File: config.mk
export PLATFORM = sky130hd
export DESIGN_NAME = tetris_input_ctrl
export DESIGN_NICKNAME = d
export VERILOG_FILES = /design/src/rtl/tetris_input_ctrl.sv
export SDC_FILE = /design/constraint.sdc
export NUM_CORES = 1
export LEC_CHECK = 0
export ABC_AREA = 1
export CAP_MARGIN = 20
export CORE_MARGIN = 5
export CORE_UTILIZATION = 62
export DETAILED_ROUTE_END_ITERATION = 8
export GPL_ROUTABILITY_DRIVEN = 0
export PLACE_DENSITY = 0.82
export SLEW_MARGIN = 15
export SYNTH_ARGS = -nofsm -noshare
export SYNTH_HDL_FRONTEND = slang
export SYNTH_SLANG_ARGS = --single-unit
File: constraint.sdc
create_clock -name clk -period 2.4 [get_ports clk]
set_input_delay 0.48 -clock clk [delete_from_list [all_inputs] [get_ports clk]]
set_output_delay 0.48 -clock clk [all_outputs]
set_load 0.02 [all_outputs]
File: src/rtl/tetris_input_ctrl.sv
// Joystick/button front end for tetris_grid: zone FSM with hysteresis, button
// debounce, auto-repeat, and sticky requests that stay set until the grid acks.
module tetris_input_ctrl #(
  parameter int ADC_W           = 12,
  parameter int LEFT_THRESH     = 1000,
  parameter int RIGHT_THRESH    = 3000,
  parameter int HYST            = 100,
  parameter int DEBOUNCE_CYCLES = 1_000_000,
  parameter int REPEAT_DELAY    = 15_000_000,
  parameter int REPEAT_RATE     = 5_000_000
) (
  input  logic             clk,
  input  logic             reset_n,
  input  logic [ADC_W-1:0] adc_value,
  input  logic             adc_valid,
  input  logic             btn_rotate_n,
  input  logic             btn_down_n,
  input  logic             ack,
  output logic             move_left,
  output logic             move_right,
  output logic             move_down,
  output logic             rotate
);

  localparam int MAX_RPT = (REPEAT_DELAY > REPEAT_RATE) ? REPEAT_DELAY : REPEAT_RATE;
  localparam int MAX_CNT = (MAX_RPT > DEBOUNCE_CYCLES) ? MAX_RPT : DEBOUNCE_CYCLES;
  localparam int CNT_W   = $clog2(MAX_CNT) + 1;
  localparam int TH_W    = ADC_W + 1;
  localparam int TH_MAX  = (1 << TH_W) - 1;

  // Hysteresis bounds are clamped so they never wrap in TH_W bits.
  localparam logic [TH_W-1:0] L_ENTER = TH_W'(LEFT_THRESH);
  localparam logic [TH_W-1:0] L_EXIT  = TH_W'(((LEFT_THRESH + HYST) > TH_MAX) ? TH_MAX : (LEFT_THRESH + HYST));
  localparam logic [TH_W-1:0] R_ENTER = TH_W'(RIGHT_THRESH);
  localparam logic [TH_W-1:0] R_EXIT  = TH_W'((RIGHT_THRESH > HYST) ? (RIGHT_THRESH - HYST) : 0);

  localparam logic [CNT_W-1:0] RPT_DELAY = CNT_W'(REPEAT_DELAY);
  localparam logic [CNT_W-1:0] RPT_RATE  = CNT_W'(REPEAT_RATE);
  localparam logic [CNT_W-1:0] DB_LAST   = CNT_W'(DEBOUNCE_CYCLES - 1);
  localparam logic [CNT_W-1:0] CNT_ONE   = CNT_W'(1);

  typedef enum logic [1:0] {
    ZONE_CENTER = 2'd0,
    ZONE_LEFT   = 2'd1,
    ZONE_RIGHT  = 2'd2
  } zone_t;

  zone_t            r_zone;
  zone_t            w_zone_next;
  logic [TH_W-1:0]  w_adc;
  logic [CNT_W-1:0] r_joy_cnt;
  logic             r_left_evt;
  logic             r_right_evt;

  logic [1:0]       w_btn_raw;
  logic [1:0]       r_sync1;
  logic [1:0]       r_sync2;
  logic [1:0]       r_db_level;
  logic [1:0]       w_db_flip;
  logic [CNT_W-1:0] r_db_cnt [2];
  logic [CNT_W-1:0] r_down_cnt;
  logic             r_rot_evt;
  logic             r_down_evt;

  logic             r_move_left;
  logic             r_move_right;
  logic             r_move_down;
  logic             r_rotate;

  assign w_adc     = {1'b0, adc_value};
  assign w_btn_raw = {btn_down_n, btn_rotate_n};

  always_comb begin
    w_zone_next = r_zone;
    if (adc_valid) begin
      case (r_zone)
        ZONE_CENTER: begin
          if (w_adc < L_ENTER)      w_zone_next = ZONE_LEFT;
          else if (w_adc > R_ENTER) w_zone_next = ZONE_RIGHT;
          else                      w_zone_next = ZONE_CENTER;
        end
        ZONE_LEFT: begin
          if (w_adc > R_ENTER)      w_zone_next = ZONE_RIGHT;
          else if (w_adc >= L_EXIT) w_zone_next = ZONE_CENTER;
          else                      w_zone_next = ZONE_LEFT;
        end
        ZONE_RIGHT: begin
          if (w_adc < L_ENTER)      w_zone_next = ZONE_LEFT;
          else if (w_adc <= R_EXIT) w_zone_next = ZONE_CENTER;
          else                      w_zone_next = ZONE_RIGHT;
        end
        default: w_zone_next = ZONE_CENTER;
      endcase
    end else begin
      w_zone_next = r_zone;
    end
  end

  // Zone register plus joystick auto-repeat; entering a side zone fires at once.
  always_ff @(posedge clk or negedge reset_n) begin
    if (!reset_n) begin
      r_zone      <= ZONE_CENTER;
      r_joy_cnt   <= '0;
      r_left_evt  <= 1'b0;
      r_right_evt <= 1'b0;
    end else begin
      r_zone      <= w_zone_next;
      r_left_evt  <= 1'b0;
      r_right_evt <= 1'b0;
      if (w_zone_next != r_zone) begin
        if (w_zone_next == ZONE_CENTER) begin
          r_joy_cnt <= '0;
        end else begin
          r_joy_cnt   <= RPT_DELAY;
          r_left_evt  <= (w_zone_next == ZONE_LEFT);
          r_right_evt <= (w_zone_next == ZONE_RIGHT);
        end
      end else if (r_zone != ZONE_CENTER) begin
        if (r_joy_cnt == CNT_ONE) begin
          r_joy_cnt   <= RPT_RATE;
          r_left_evt  <= (r_zone == ZONE_LEFT);
          r_right_evt <= (r_zone == ZONE_RIGHT);
        end else begin
          r_joy_cnt <= r_joy_cnt - CNT_ONE;
        end
      end else begin
        r_joy_cnt <= '0;
      end
    end
  end

  always_comb begin
    w_db_flip = 2'b00;
    for (int i = 0; i < 2; i++) begin
      w_db_flip[i] = (r_sync2[i] != r_db_level[i]) && (r_db_cnt[i] == DB_LAST);
    end
  end

  // Button synchronizers and debounce; index 0 is rotate, index 1 is down.
  always_ff @(posedge clk or negedge reset_n) begin
    if (!reset_n) begin
      r_sync1    <= 2'b11;
      r_sync2    <= 2'b11;
      r_db_level <= 2'b11;
      r_rot_evt  <= 1'b0;
      for (int i = 0; i < 2; i++) r_db_cnt[i] <= '0;
    end else begin
      r_sync1   <= w_btn_raw;
      r_sync2   <= r_sync1;
      r_rot_evt <= w_db_flip[0] & ~r_sync2[0];
      for (int i = 0; i < 2; i++) begin
        if (r_sync2[i] == r_db_level[i]) begin
          r_db_cnt[i] <= '0;
        end else if (w_db_flip[i]) begin
          r_db_cnt[i]   <= '0;
          r_db_level[i] <= r_sync2[i];
        end else begin
          r_db_cnt[i] <= r_db_cnt[i] + CNT_ONE;
        end
      end
    end
  end

  // Soft-drop auto-repeat, timed from the debounced press.
  always_ff @(posedge clk or negedge reset_n) begin
    if (!reset_n) begin
      r_down_cnt <= '0;
      r_down_evt <= 1'b0;
    end else begin
      r_down_evt <= 1'b0;
      if (w_db_flip[1]) begin
        if (!r_sync2[1]) begin
          r_down_cnt <= RPT_DELAY;
          r_down_evt <= 1'b1;
        end else begin
          r_down_cnt <= '0;
        end
      end else if (!r_db_level[1]) begin
        if (r_down_cnt == CNT_ONE) begin
          r_down_cnt <= RPT_RATE;
          r_down_evt <= 1'b1;
        end else begin
          r_down_cnt <= r_down_cnt - CNT_ONE;
        end
      end else begin
        r_down_cnt <= '0;
      end
    end
  end

  // Sticky request latches: an event beats ack; left and right exclude each other.
  always_ff @(posedge clk or negedge reset_n) begin
    if (!reset_n) begin
      r_move_left  <= 1'b0;
      r_move_right <= 1'b0;
      r_move_down  <= 1'b0;
      r_rotate     <= 1'b0;
    end else begin
      if (r_left_evt) begin
        r_move_left  <= 1'b1;
        r_move_right <= 1'b0;
      end else if (r_right_evt) begin
        r_move_right <= 1'b1;
        r_move_left  <= 1'b0;
      end else if (ack) begin
        r_move_left  <= 1'b0;
        r_move_right <= 1'b0;
      end else begin
        r_move_left  <= r_move_left;
        r_move_right <= r_move_right;
      end
      r_move_down <= r_down_evt | (r_move_down & ~ack);
      r_rotate    <= r_rot_evt  | (r_rotate    & ~ack);
    end
  end

  assign move_left  = r_move_left;
  assign move_right = r_move_right;
  assign move_down  = r_move_down;
  assign rotate     = r_rotate;

endmodule

# Word level (Yosys, flattened, before mapping)
# Cells that the tools add are included.
op_classes:
  n_addsub: 4
  order_cmp: 4
  eq_ne: 13
  n_mux: 37
  bitwise: 9
  reduce_logical: 8
op_table:
  columns: ["cell", "count"]
  rows:
  - ["2-to-1 mux 25 bit", 10]
  - ["adder 25 x 1 -> 25 bit, second input constant", 2]
  - ["== test 25 x 1 -> 1 bit, second input constant", 2]
  - ["== test 25 x 20 -> 1 bit, second input constant", 2]
  - ["subtractor 25 x 1 -> 25 bit, second input constant", 2]
  - ["2-to-1 mux 24 bit", 2]
  - ["2-to-1 mux 1 bit", 18]
  - ["greater-or-equal comparator 12 x 11 -> 1 bit, second input constant", 1]
  - ["> comparator 12 bit, second input constant", 1]
  - ["<= comparator 12 bit, second input constant", 1]
  - ["< comparator 12 x 10 -> 1 bit, second input constant", 1]
  - ["2-to-1 mux 2 bit", 6]
  - ["case mux 2 bit (3 select lines)", 1]
  - ["== test 2 x 1 -> 1 bit, second input constant", 2]
  - ["== test 2 bit, second input constant", 2]
  - ["logical NOT 2 bit", 2]
  - ["inverter 1 bit", 4]
  - ["AND reduction 2 bit", 2]
  - ["bitwise AND 1 bit", 3]
  - ["nonzero test 3 bit", 1]
  - ["== test 1 bit", 2]
  - ["logical AND 1 bit", 2]
  - ["!= test 1 bit", 2]
  - ["!= test 2 bit", 1]
  - ["2 further kinds", 3]
word_totals:
  ff_bits: 116
  in_bits: 18

# Depth between registers and ports, before layout
# Gate-level depths: netlist of the first run.
depth:
  depth_word: 8
  ltp_mapped: 13

# Least setup slack after synthesis of the first run
# Ideal clock, no wire load.
synth_path:
  path_type: "register to register"
  startpoint: "reg r_db_cnt[0] in the netlist's numbering"
  endpoint: "reg r_down_cnt[20]"
  arrival_ns: 1.586
  required_time_ns: 2.281
  slack_ns: 0.695
  stages_incl_launch_ff: 12
  synth_period_minus_slack_ns: 1.705
  cell_sequence: "dfrtp_1 > ha_1 > nand3_2 > nor2_2 > inv_1 > nor3_2 > nand3_1 > nand2_2 > inv_2 > nand2_2 > buf_4 > nor2_1"
synth_via:
  elab_chain_cells: 3
synth_rtl:
  columns: ["element", "line_no", "source"]
  rows:
  - ["start: declaration", "60", "logic [CNT_W-1:0] r_db_cnt [2];"]
  - ["start signal: indexed assignment", "158", "r_db_cnt[i] <= r_db_cnt[i] + CNT_ONE;"]
  - ["== test 25 x 20 -> 1 bit", "135", "w_db_flip[i] = (r_sync2[i] != r_db_level[i]) && (r_db_cnt[i] == DB_LAST);"]
  - ["logical AND 1 bit", "135", null]
  - ["2-to-1 mux 25 bit", "171", "if (w_db_flip[1]) begin"]
  - ["end signal: assignment", "183", "r_down_cnt <= r_down_cnt - CNT_ONE;"]
  - ["end: declaration", "61", "logic [CNT_W-1:0] r_down_cnt;"]
# Every way passes these cells.
# A chain may end at the register's enable or synchronous reset.

# Final worst setup path of the first run
layout_path:
  startpoint: "reg r_db_cnt[0] in the netlist's numbering"
  endpoint: "reg r_down_cnt[21]"
# The elaborated chain is that of the path after synthesis.

==> run_summary.xml, run 1 <==
<?xml version="1.0" encoding="UTF-8"?>
<metrics>
  <group name="cells_and_area">
    <metric name="area_delta_synth_final" unit="%">15.63</metric>
    <metric name="insertedDiodeCount" unit="">0</metric>
    <metric name="final_area" unit="um^2">7820</metric>
    <metric name="fin_util" unit="%">72.78</metric>
    <metric name="mostFrequentLayoutCell" unit="">nor2_1</metric>
    <metric name="nets" unit="">971</metric>
    <metric name="fraction_of_layout_cells_with_a_size_suffix_above_1" unit="%">9.489</metric>
    <metric name="finalNonFillerCells" unit="">1099</metric>
    <metric name="mostFrequentLayoutCells" unit="">nor2_1 (184), nand2_1 (173), inv_1 (111)</metric>
    <metric name="layout.filler_cells" unit="">853</metric>
  </group>
  <group name="place">
    <metric name="place.detailed.hpwl" unit="um">10820</metric>
    <metric name="placement.io_buffers" unit="">21</metric>
    <metric name="numPlacedInstances" unit="">1067</metric>
    <metric name="dp_slack" unit="ns">0.1024</metric>
    <metric name="dpl-instance-area" unit="um^2">7219</metric>
  </group>
  <group name="detailed_routing">
    <metric name="antenna_left" unit="">0</metric>
    <metric name="drt_iter0_drc" unit="">578</metric>
    <metric name="detail_route.wirelength" unit="um">15350</metric>
    <metric name="vias" unit="">6095</metric>
    <metric name="detail_route.vias_per_cell" unit="">5.546</metric>
    <metric name="firstDrtPassIters" unit="">6</metric>
    <metric name="post-route-drc-count" unit="">0</metric>
    <metric name="post_drt_wl_per_cell" unit="um">13.96</metric>
  </group>
  <group name="status">
    <metric name="outcome" unit="">finished, final reports clean</metric>
  </group>
  <group name="setup_path">
    <metric name="cp.arrival" unit="ns">2.54</metric>
    <metric name="worst-r2r-cell-count" unit="">12</metric>
    <metric name="worst-r2r-setup-slack" unit="ns">0.28</metric>
    <metric name="reg2reg_end" unit="">r_down_cnt[21]</metric>
    <metric name="cp_max_stage_delay" unit="ns">0.39</metric>
    <metric name="critical_path_cell_count" unit="">12</metric>
    <metric name="critPathCaptureType" unit="">register</metric>
    <metric name="timing.setup.critical_path_class" unit="">reg2reg</metric>
    <metric name="start_kind" unit="">register</metric>
    <metric name="path_cells" unit="">ha_1 -&gt; nand3_2 -&gt; nor2_2 -&gt; inv_1 -&gt; nor3_2 -&gt; nand3_1 -&gt; nand2_2 -&gt; inv_2 -&gt; nand2_2 -&gt; inv_1 -&gt; nand2_1 -&gt; nand2_1</metric>
    <metric name="cpLargestDelayFamily" unit="">simple AND/OR/NAND/NOR gates</metric>
    <metric name="critical_path_required" unit="ns">2.82</metric>
    <metric name="cpMaxStageDelayCell" unit="">dfrtp_1</metric>
    <metric name="timing.critical_path.fanout_max" unit="">17</metric>
    <metric name="cp.buffers_inverters" unit="">3</metric>
    <metric name="setup.worst_path.start" unit="">r_db_cnt[0]</metric>
    <metric name="rr_startpoint" unit="">r_db_cnt[0]</metric>
  </group>
  <group name="floorplan">
    <metric name="die_area" unit="um^2">13100</metric>
    <metric name="initial_core_util" unit="%">62.94</metric>
    <metric name="fp.dieH" unit="um">114.4</metric>
    <metric name="die_width" unit="um">114.4</metric>
    <metric name="io-pin-count" unit="">22</metric>
    <metric name="core-area" unit="um^2">10750</metric>
    <metric name="floorplan.rows" unit="">38</metric>
  </group>
  <group name="synthesis">
    <metric name="post_synth_fa_ha_maj_area_fraction" unit="%">1.110</metric>
    <metric name="synthesis.area_per_instance" unit="um^2">7.506</metric>
    <metric name="synth_seq_cells" unit="">116</metric>
    <metric name="synth_async_sr_flop_share" unit="%">100.0</metric>
    <metric name="yosysSeqAreaShare" unit="%">43.03</metric>
    <metric name="ys_dominant_reg_cell" unit="">dfrtp_1</metric>
    <metric name="ys_warn_count" unit="">0</metric>
    <metric name="synth_edf_count" unit="">0</metric>
    <metric name="yosys.area_share.simple" unit="%">37.28</metric>
    <metric name="synth_top_family_by_area" unit="">simple AND/OR/NAND/NOR gates</metric>
    <metric name="number_of_cells_produced_by_synthesis" unit="">901</metric>
    <metric name="proportion_of_synthesized_area_in_mux_cells" unit="%">0</metric>
    <metric name="post_synth_xor_area_fraction" unit="%">6.327</metric>
    <metric name="syn-cell-area" unit="um^2">6763</metric>
    <metric name="complex_gate_fraction_of_the_synthesized_area" unit="%">5.106</metric>
    <metric name="synth_cell_types" unit="">45</metric>
    <metric name="synth.net_count" unit="">925</metric>
  </group>
  <group name="global_route">
    <metric name="grt_util_all_layers" unit="%">25.41</metric>
    <metric name="global_route_congestion_overflow_total" unit="">0</metric>
    <metric name="first_global_vias" unit="">5789</metric>
    <metric name="grt_pass1_wl" unit="um">26520</metric>
    <metric name="grt_max_degree" unit="">58</metric>
    <metric name="antenna_found_initial" unit="">0</metric>
  </group>
  <group name="pwr">
    <metric name="powerDensity" unit="nW/um^2">751.0</metric>
    <metric name="report.power.total" unit="mW">5.873</metric>
    <metric name="power.leakage" unit="nW">3.551</metric>
    <metric name="peakVddDrop" unit="V">0.0007678</metric>
  </group>
  <group name="sta">
    <metric name="finalSetupViolations" unit="">0</metric>
    <metric name="final_hold_viol_count" unit="">0</metric>
    <metric name="timing.hold.ws" unit="ns">0.3530</metric>
    <metric name="grt_setup_unrepaired" unit="">no</metric>
    <metric name="finClkSkew" unit="ns">0.006471</metric>
    <metric name="drv_slew" unit="">0</metric>
    <metric name="slew_headroom" unit="%">60.23</metric>
    <metric name="min_period_over_period" unit="%">88.35</metric>
    <metric name="fin_tns_setup" unit="ns">0</metric>
    <metric name="post_layout_min_period" unit="ns">2.120</metric>
    <metric name="max_slew.worst_pin.slew" unit="ns">0.5910</metric>
    <metric name="fmaxAchievable" unit="MHz">471.6</metric>
    <metric name="finalWorstSetupSlack" unit="ns">0.2796</metric>
  </group>
  <group name="hold_path">
    <metric name="worst_hold_endpoint" unit="">r_sync1[0]</metric>
    <metric name="whs_path_depth" unit="">1</metric>
    <metric name="holdCritPathClass" unit="">in2reg</metric>
    <metric name="hold_start" unit="">btn_rotate_n</metric>
  </group>
  <group name="clock_network">
    <metric name="cts_inserted_buffers" unit="">17</metric>
    <metric name="tritoncts" unit="">done</metric>
    <metric name="clk_transition_reported_paths" unit="ns">0.06</metric>
    <metric name="cts_sinks" unit="">116</metric>
    <metric name="cts_root_buffer" unit="">clkbuf_8</metric>
    <metric name="postCtsResizedCells" unit="">0</metric>
    <metric name="ctsHtreeMaxLevel" unit="">4</metric>
    <metric name="largest_buffer_count_on_any_clock_path" unit="">2</metric>
    <metric name="clock_latency" unit="ns">0.54</metric>
  </group>
  <group name="run">
    <metric name="maxCapViolations" unit="">0</metric>
  </group>
</metrics>
==> flip-flops by register name, summed over array words and instances, names as in the netlist <==
| register | flops |
|---|---|
| move_down | 1 |
| r_down_cnt | 25 |
| r_zone | 2 |
| rotate | 1 |
| r_sync2 | 2 |
| move_left | 1 |
| r_sync1 | 2 |
| r_db_level | 2 |
| move_right | 1 |
| r_right_evt | 1 |
| r_db_cnt | 50 |
| r_down_evt | 1 |
| r_rot_evt | 1 |
| r_joy_cnt | 25 |
| r_left_evt | 1 |
==> cell usage after synthesis (all sizes together) (2+ instances only) <==
master / count / area share (%)
o21a: 4 / 0.44
dfstp: 6 / 2.3
nand2: 181 / 10
dfrtp: 110 / 41
nand4: 43 / 4.1
o2111ai: 2 / 0.26
nor2: 194 / 12
o21bai: 2 / 0.22
nor3b: 4 / 0.52
ha: 6 / 1.1
buf: 7 / 0.59
nor4: 11 / 1.0
o21ai: 21 / 1.6
a21o: 2 / 0.22
xnor2: 18 / 2.3
or2: 6 / 0.56
nand3b: 4 / 0.63
nor3: 38 / 3.2
a211oi: 4 / 0.44
a21oi: 20 / 1.5
xor2: 30 / 4.0
clkbuf: 3 / 0.17
inv: 114 / 6.3
nand3: 66 / 5.4
==> repair_timing <==
action / in CTS / in global routing
setup buffers: 0 / 0
hold endpoints to repair: 27 / 0
hold buffers: 1 / 0
==> power by group <==
group          leakage [nW]  total, mW  switching [mW]  internal, mW
combinational          1.82       1.12           0.702         0.421
sequential             1.45       2.21           0.128          2.09
clock                 0.283       2.54           0.885          1.65
==> layer usage <==
metal	share of wire, %	vias to the layer above	track usage, %
met5	0	-	0
li1	-	3013	-
met2	49	184	41.13
met1	44	2865	33.43
met3	5.3	33	5.973
met4	1.8	0	9.184
==> worst reg2reg max path, stage by stage, from the launching register on <==
cell     delay (ns)
dfrtp_1        0.39
ha_1           0.25
nand3_2        0.12
nor2_2         0.18
inv_1          0.10
nor3_2         0.14
nand3_1        0.13
nand2_2        0.16
inv_2          0.07
nand2_2        0.26
inv_1          0.09
nand2_1        0.07
nand2_1        0.04
==> how the worst max path moves through the flow <==
stage,to,slack (ns)
after floorplan,r_down_cnt[20],0.70
after global placement,r_joy_cnt[19],0.18
after detailed placement,r_joy_cnt[0],0.10
after CTS,r_down_cnt[21],0.30
after global routing,r_down_cnt[21],0.13
final,r_down_cnt[21],0.28
==> layout make-up <==
| class | instances | area (um^2) | area share [%] |
|---|---|---|---|
| clock buffer | 22 | 462.9 | 5.920 |
| multi-input combinational | 660 | 3369 | 43.09 |
| inverter | 115 | 431.7 | 5.520 |
| sequential | 116 | 2910 | 37.22 |
| timing repair buffer | 37 | 342.8 | 4.384 |
| tap | 140 | 175.2 | 2.240 |
| clock inverter | 9 | 127.6 | 1.632 |
==> logic make-up (layout without fill, tap and decap cells) <==
kind of cell    Yosys count  count (layout)
flops                   116             116
fa+ha+maj                 6               6
compound gates           59              59
buf+inv                 125             183
xor+xnor                 48              48
simple gates            547             547
Note: power is estimated with default switching activity, not from simulation.
==> inputs of run 2 (changes only) <==
Settings changed: CAP_MARGIN 20 to default.
==> results of run 2 <==
No change in the layout: final DEF, timing and power equal those of run 1.
==> variant 1, RTL diff (flow settings as in run 1) <==
Encoding of `zone_t`: now one-hot (3 bits for 3 values).
--- a/src/rtl/tetris_input_ctrl.sv
+++ b/src/rtl/tetris_input_ctrl.sv
@@ -39,10 +39,10 @@
   localparam logic [CNT_W-1:0] DB_LAST   = CNT_W'(DEBOUNCE_CYCLES - 1);
   localparam logic [CNT_W-1:0] CNT_ONE   = CNT_W'(1);
 
-  typedef enum logic [1:0] {
-    ZONE_CENTER = 2'd0,
-    ZONE_LEFT   = 2'd1,
-    ZONE_RIGHT  = 2'd2
+  typedef enum logic [2:0] {
+    ZONE_CENTER = 3'b001,
+    ZONE_LEFT   = 3'b010,
+    ZONE_RIGHT  = 3'b100
   } zone_t;
 
   zone_t            r_zone;
Check against the original RTL: same outputs for any inputs over 10 cycles, from zero or initial values and one cycle with reset_n low; not proved beyond that.
==> variant 1 against run 1 <==
Hold slack about the same. Area after synthesis up 2.0%. Cell area up 2.0%. Combinational power up 54%. Synthesized cell count down 2.6%. Wire length down 5.5%. First-iteration DRC count down 32%. Sequential cell count up 1. Die area up 1.8%. Power up 18%. Clock power up 14%. Worst setup slack worse by 0.049 ns.
==> variant 1: results (changes against run 1) <==
| Metric | Value |
|---|---|
| Status | finished, final reports clean |
| Worst VDD drop | 738 uV (-3.9%) |
| Met2 usage | 0.393 (-0.0186) |
| Area post-placement | 7290 um2 (+1.0%) |
| FF-to-FF Start | r_sync2[1] |
| Hold Path Sink | r_sync2[1] |
| Via count | 5819 (-4.5%) |
| Clock skew | 0.00557 ns (-0.000897 ns) |
| Clk. pwr | 2.90 mW (+14%) |
| Largest net degree at the start of global routing | 56 (-3.4%) |
| Depth of the worst hold-timing path | 0 (-1) |
| DP Wirelength | 10.1 mm (-6.4%) |
| R2R setup slack | 0.23 ns (-0.05 ns) |
| Slowest cell on crit path | dfstp_2 |
| CP peak stage delay | 0.55 ns (+0.16 ns) |
| Sequential area share after synthesis | 0.426 (-0.00462) |
| Worst Hold Class | register to register |
| Top post-synthesis cells by area | dfrtp_1, nand2_1, nor2_1 |
| Arrival @ worst endpoint | 2.56 ns (+0.02 ns) |
| Vias per cell | 5.43 (-2.0%) |
| Sw frac | 0.312 (+0.0196) |
| Unique cell type count in the Yosys netlist | 47 (+4.4%) |
| Post-synthesis compound-gate area fraction | 0.0559 (+0.00480) |
| Post-synthesis cell count | 878 (-2.6%) |
| GR Util met1 | 0.308 (-0.0266) |
| Filler Cell Count | 832 (-2.5%) |
| Wirelength per Cell | 13.5 um (-3.0%) |
| Rel. slew slack | 0.642 (+0.0398) |
| Crit path launch | r_sync2[1] |
| P_seq | 2.32 mW (+5%) |
| First drt pass iteration count | 5 (-1) |
| Vias in the first global route | 5759 (-0.52%) |
| R2R depth | 8 (-4) |
| Reg2reg end | r_down_cnt[7] |
| Nets | 942 (-3.0%) |
| Commonest cells post-synth | nand2_1, nor2_1, dfrtp_1 |
| Gr usage total | 0.239 (-0.0149) |
| Leak | 3.60 nW (+1.3%) |
-- variant 1: cell types whose count changed after synthesis, moves of 3 or more --
cell,change
nand2_4,+5
xnor2_1,-3
nor2_1,-49
buf_6,+3
buf_2,-4
or2_2,+4
nand2_1,-12
nor3_1,+5
nand4_1,-20
nor2_4,+14
nor2_2,+14
inv_2,+5
a21oi_1,+7
-- variant 1: cell type report --
type | instances | area [um2] | area share
tap | 140 | 175 | 0.0220
sequential | 117 | 2940 | 0.368
clock buffer | 18 | 418 | 0.0524
inverter | 119 | 452 | 0.0566
clock inverter | 14 | 255 | 0.0320
multi-input combinational | 631 | 3410 | 0.427
timing repair buffer | 32 | 330 | 0.0414
-- variant 1: metrics by stage --
stage	worst slack [ns]	hold slack [ns]	utilization	total power, mW
6_report	0.231	0.353	0.733	6.96
5_1_grt	0.0317	0.361	0.733	7.33
4_1_cts	0.249	0.353	0.733	6.99
3_5_place_dp	-0.0374	0.347	0.670	4.04
3_3_place_gp	0.0471	0.346	0.670	3.99
2_1_floorplan	0.568	0.184	-	3.62
-- variant 1: logic make-up after synthesis --
kind of cell | count (synthesis)
xor+xnor | 45
fa+ha+maj | 6
compound gates | 68
simple gates | 512
flops | 117
buf+inv | 130
-- variant 1: per-layer routing --
layer  part of all wire  up-vias
met2               0.48      167
li1                   -     2902
met4              0.021        0
met3              0.048       30
met1               0.45     2720
met5                  0        -
-- variant 1: worst reg2reg max path, stage by stage, from the launching register on --
cell and delay, ns:
dfstp_2 0.55, xor2_1 0.37, inv_2 0.19, nor4_4 0.19, nand3_2 0.18, nand2_4 0.16
inv_4 0.06, nand2_4 0.21, o21ai_0 0.13
==> variant 2, RTL diff (settings of run 1) <==
Made on the original files. Set the parameter `ADC_W` to 6 (it was 12).
--- a/src/rtl/tetris_input_ctrl.sv
+++ b/src/rtl/tetris_input_ctrl.sv
@@ -1,7 +1,7 @@
 // Joystick/button front end for tetris_grid: zone FSM with hysteresis, button
 // debounce, auto-repeat, and sticky requests that stay set until the grid acks.
 module tetris_input_ctrl #(
-  parameter int ADC_W           = 12,
+  parameter int ADC_W           = 6,
   parameter int LEFT_THRESH     = 1000,
   parameter int RIGHT_THRESH    = 3000,
   parameter int HYST            = 100,
Interface: changed (resized adc_value); port bits go from 22 to 16. The function was not compared with the original's and may differ.
==> variant 2 against run 1 <==
Hold slack gained 0.0026 ns. Via count is 7.8% lower. Highest routed layer unchanged. Cell area decreased by 3.6%. Wire length decreased by 7.0%. Utilization grew 0.27 points. Sequential cell count stayed put. Power up 6.1%. Worst setup slack better by 0.11 ns. Area after synthesis decreased by 2.6%. Global-route usage down 0.80 points.
==> variant 2: results (changes against run 1) <==
| Metric | Value |
|---|---|
| Crit-path leading delay family | buffers and inverters |
| Layout cells sized above 1 | 0.105 (+0.0103) |
| Arrival @ worst endpoint | 1.53 ns (-1.01 ns) |
| Largest net degree at the start of global routing | 65 (+12%) |
| Worst VDD drop | 632 uV (-18%) |
| Clock skew | 0.0108 ns (+0.00436 ns) |
| First drt pass iteration count | 5 (-1) |
| Gr usage total | 0.246 (-0.00798) |
| Top post-synthesis cells by area | dfrtp_1, nand2_1, nor2_1 |
| Port buffer count | 15 (-29%) |
| CP max FO | 2 (-15) |
| DP Wirelength | 10.1 mm (-7.0%) |
| CP peak stage delay | 0.65 ns (+0.26 ns) |
| Initial DRC count | 430 (-26%) |
| Vias in the first global route | 5550 (-4.1%) |
| Status | finished, final reports clean |
| Nets | 937 (-3.5%) |
| First-pass GRT wire length | 25.4 mm (-4.2%) |
| Area post-placement | 6900 um2 (-4.4%) |
| Final Routed Wirelength | 14.3 mm (-7.0%) |
| Sequential area share after synthesis | 0.442 (+0.0113) |
| Unique cell type count in the Yosys netlist | 40 (-11%) |
| Clk_lat worst skew | 0.53 ns |
| Leak | 3.51 nW (-1.2%) |
| Slowest cell on crit path | clkdlybuf4s50_1 |
| Metal2 WL | 6.84 mm (-8.4%) |
| Vias per cell | 5.26 (-5.1%) |
| M1 WL | 6.51 mm (-4.1%) |
| Filler Cell Count | 781 (-8.4%) |
| Worst Hold Class | register to register |
| Rel. slew slack | 0.677 (+0.0749) |
| DR WL met3 | 684 um (-16%) |
==> variant 2: cell types whose count changed after synthesis, moves of 4 or more <==
| cell | delta |
|---|---|
| nor2_2 | +17 |
| nor4_1 | -9 |
| buf_2 | -5 |
| o21a_1 | -4 |
| nand2_1 | +41 |
| a31oi_1 | +4 |
| nand4_1 | -18 |
| nor3_1 | -11 |
| nand3_1 | -10 |
| a21oi_1 | -9 |
==> variant 2: worst paths after layout <==
kind                       slack, ns     startpoint            end  cells after the start
max                             0.39      move_left      move_left                      1
min                             0.36     r_sync1[0]     r_sync2[0]                      0
max reg2reg                     0.66  r_joy_cnt[22]   r_joy_cnt[7]                      6
min reg2reg                     0.36     r_sync1[0]     r_sync2[0]                      0
max in group asynchronous       1.27        reset_n  r_db_level[1]                      3
min in group asynchronous       0.41        reset_n  r_down_cnt[5]                      2
==> variant 2: report_power, final <==
| part | internal [mW] | total (mW) | leakage [nW] | switching (mW) |
|---|---|---|---|---|
| logic | 0.417 | 1.21 | 1.76 | 0.797 |
| registers | 2.15 | 2.36 | 1.44 | 0.201 |
| clock network | 1.79 | 2.66 | 0.304 | 0.871 |
| total | 4.36 | 6.23 | 3.51 | 1.87 |
==> variant 2: layer usage <==
metal	vias to the layer above	track usage
met1	2634	0.322
met4	0	0.0777
met3	27	0.0631
met2	133	0.403
met5	-	0
li1	2828	-
==> variant 2: cell type report <==
type,count,area [um2],area share
Multi-Input combinational cell,645,3190,0.423
Tap cell,136,170,0.0226
Clock inverter,9,150,0.0199
Clock buffer,23,477,0.0632
Sequential cell,116,2910,0.386
Inverter,120,453,0.0601
Timing Repair Buffer,19,193,0.0256
==> variant 2: what timing repair did <==
action / CTS / global route
hold buffers: 1 / 0
setup endpoints to repair: 0 / 0
hold endpoints to repair: 25 / 0
==> variant 2: logic make-up (layout without fill, tap and decap cells) <==
family | after synthesis | count (layout) | share of synthesized area
AND/OR/NAND/NOR | 553 | 553 | 0.378
buffers and inverters | 124 | 171 | 0.0746
flip-flops | 116 | 116 | 0.442
AO/OA/AOI/OAI | 44 | 44 | 0.0372
XOR/XNOR | 42 | 42 | 0.0570
adder cells (fa/ha/maj) | 6 | 6 | 0.0114
==> variant 2: through the flow <==
| stage | hold WS, ns | std cells | setup slack [ns] |
|---|---|---|---|
| global route | 0.353 | 1068 | 0.349 |
| CTS | 0.348 | 1068 | 0.365 |
| detailed placement | 0.349 | 1035 | 0.164 |
| global placement | 0.349 | 1035 | 0.224 |
| floorplan | 0.184 | 885 | 0.887 |
| finish | 0.356 | 1068 | 0.390 |
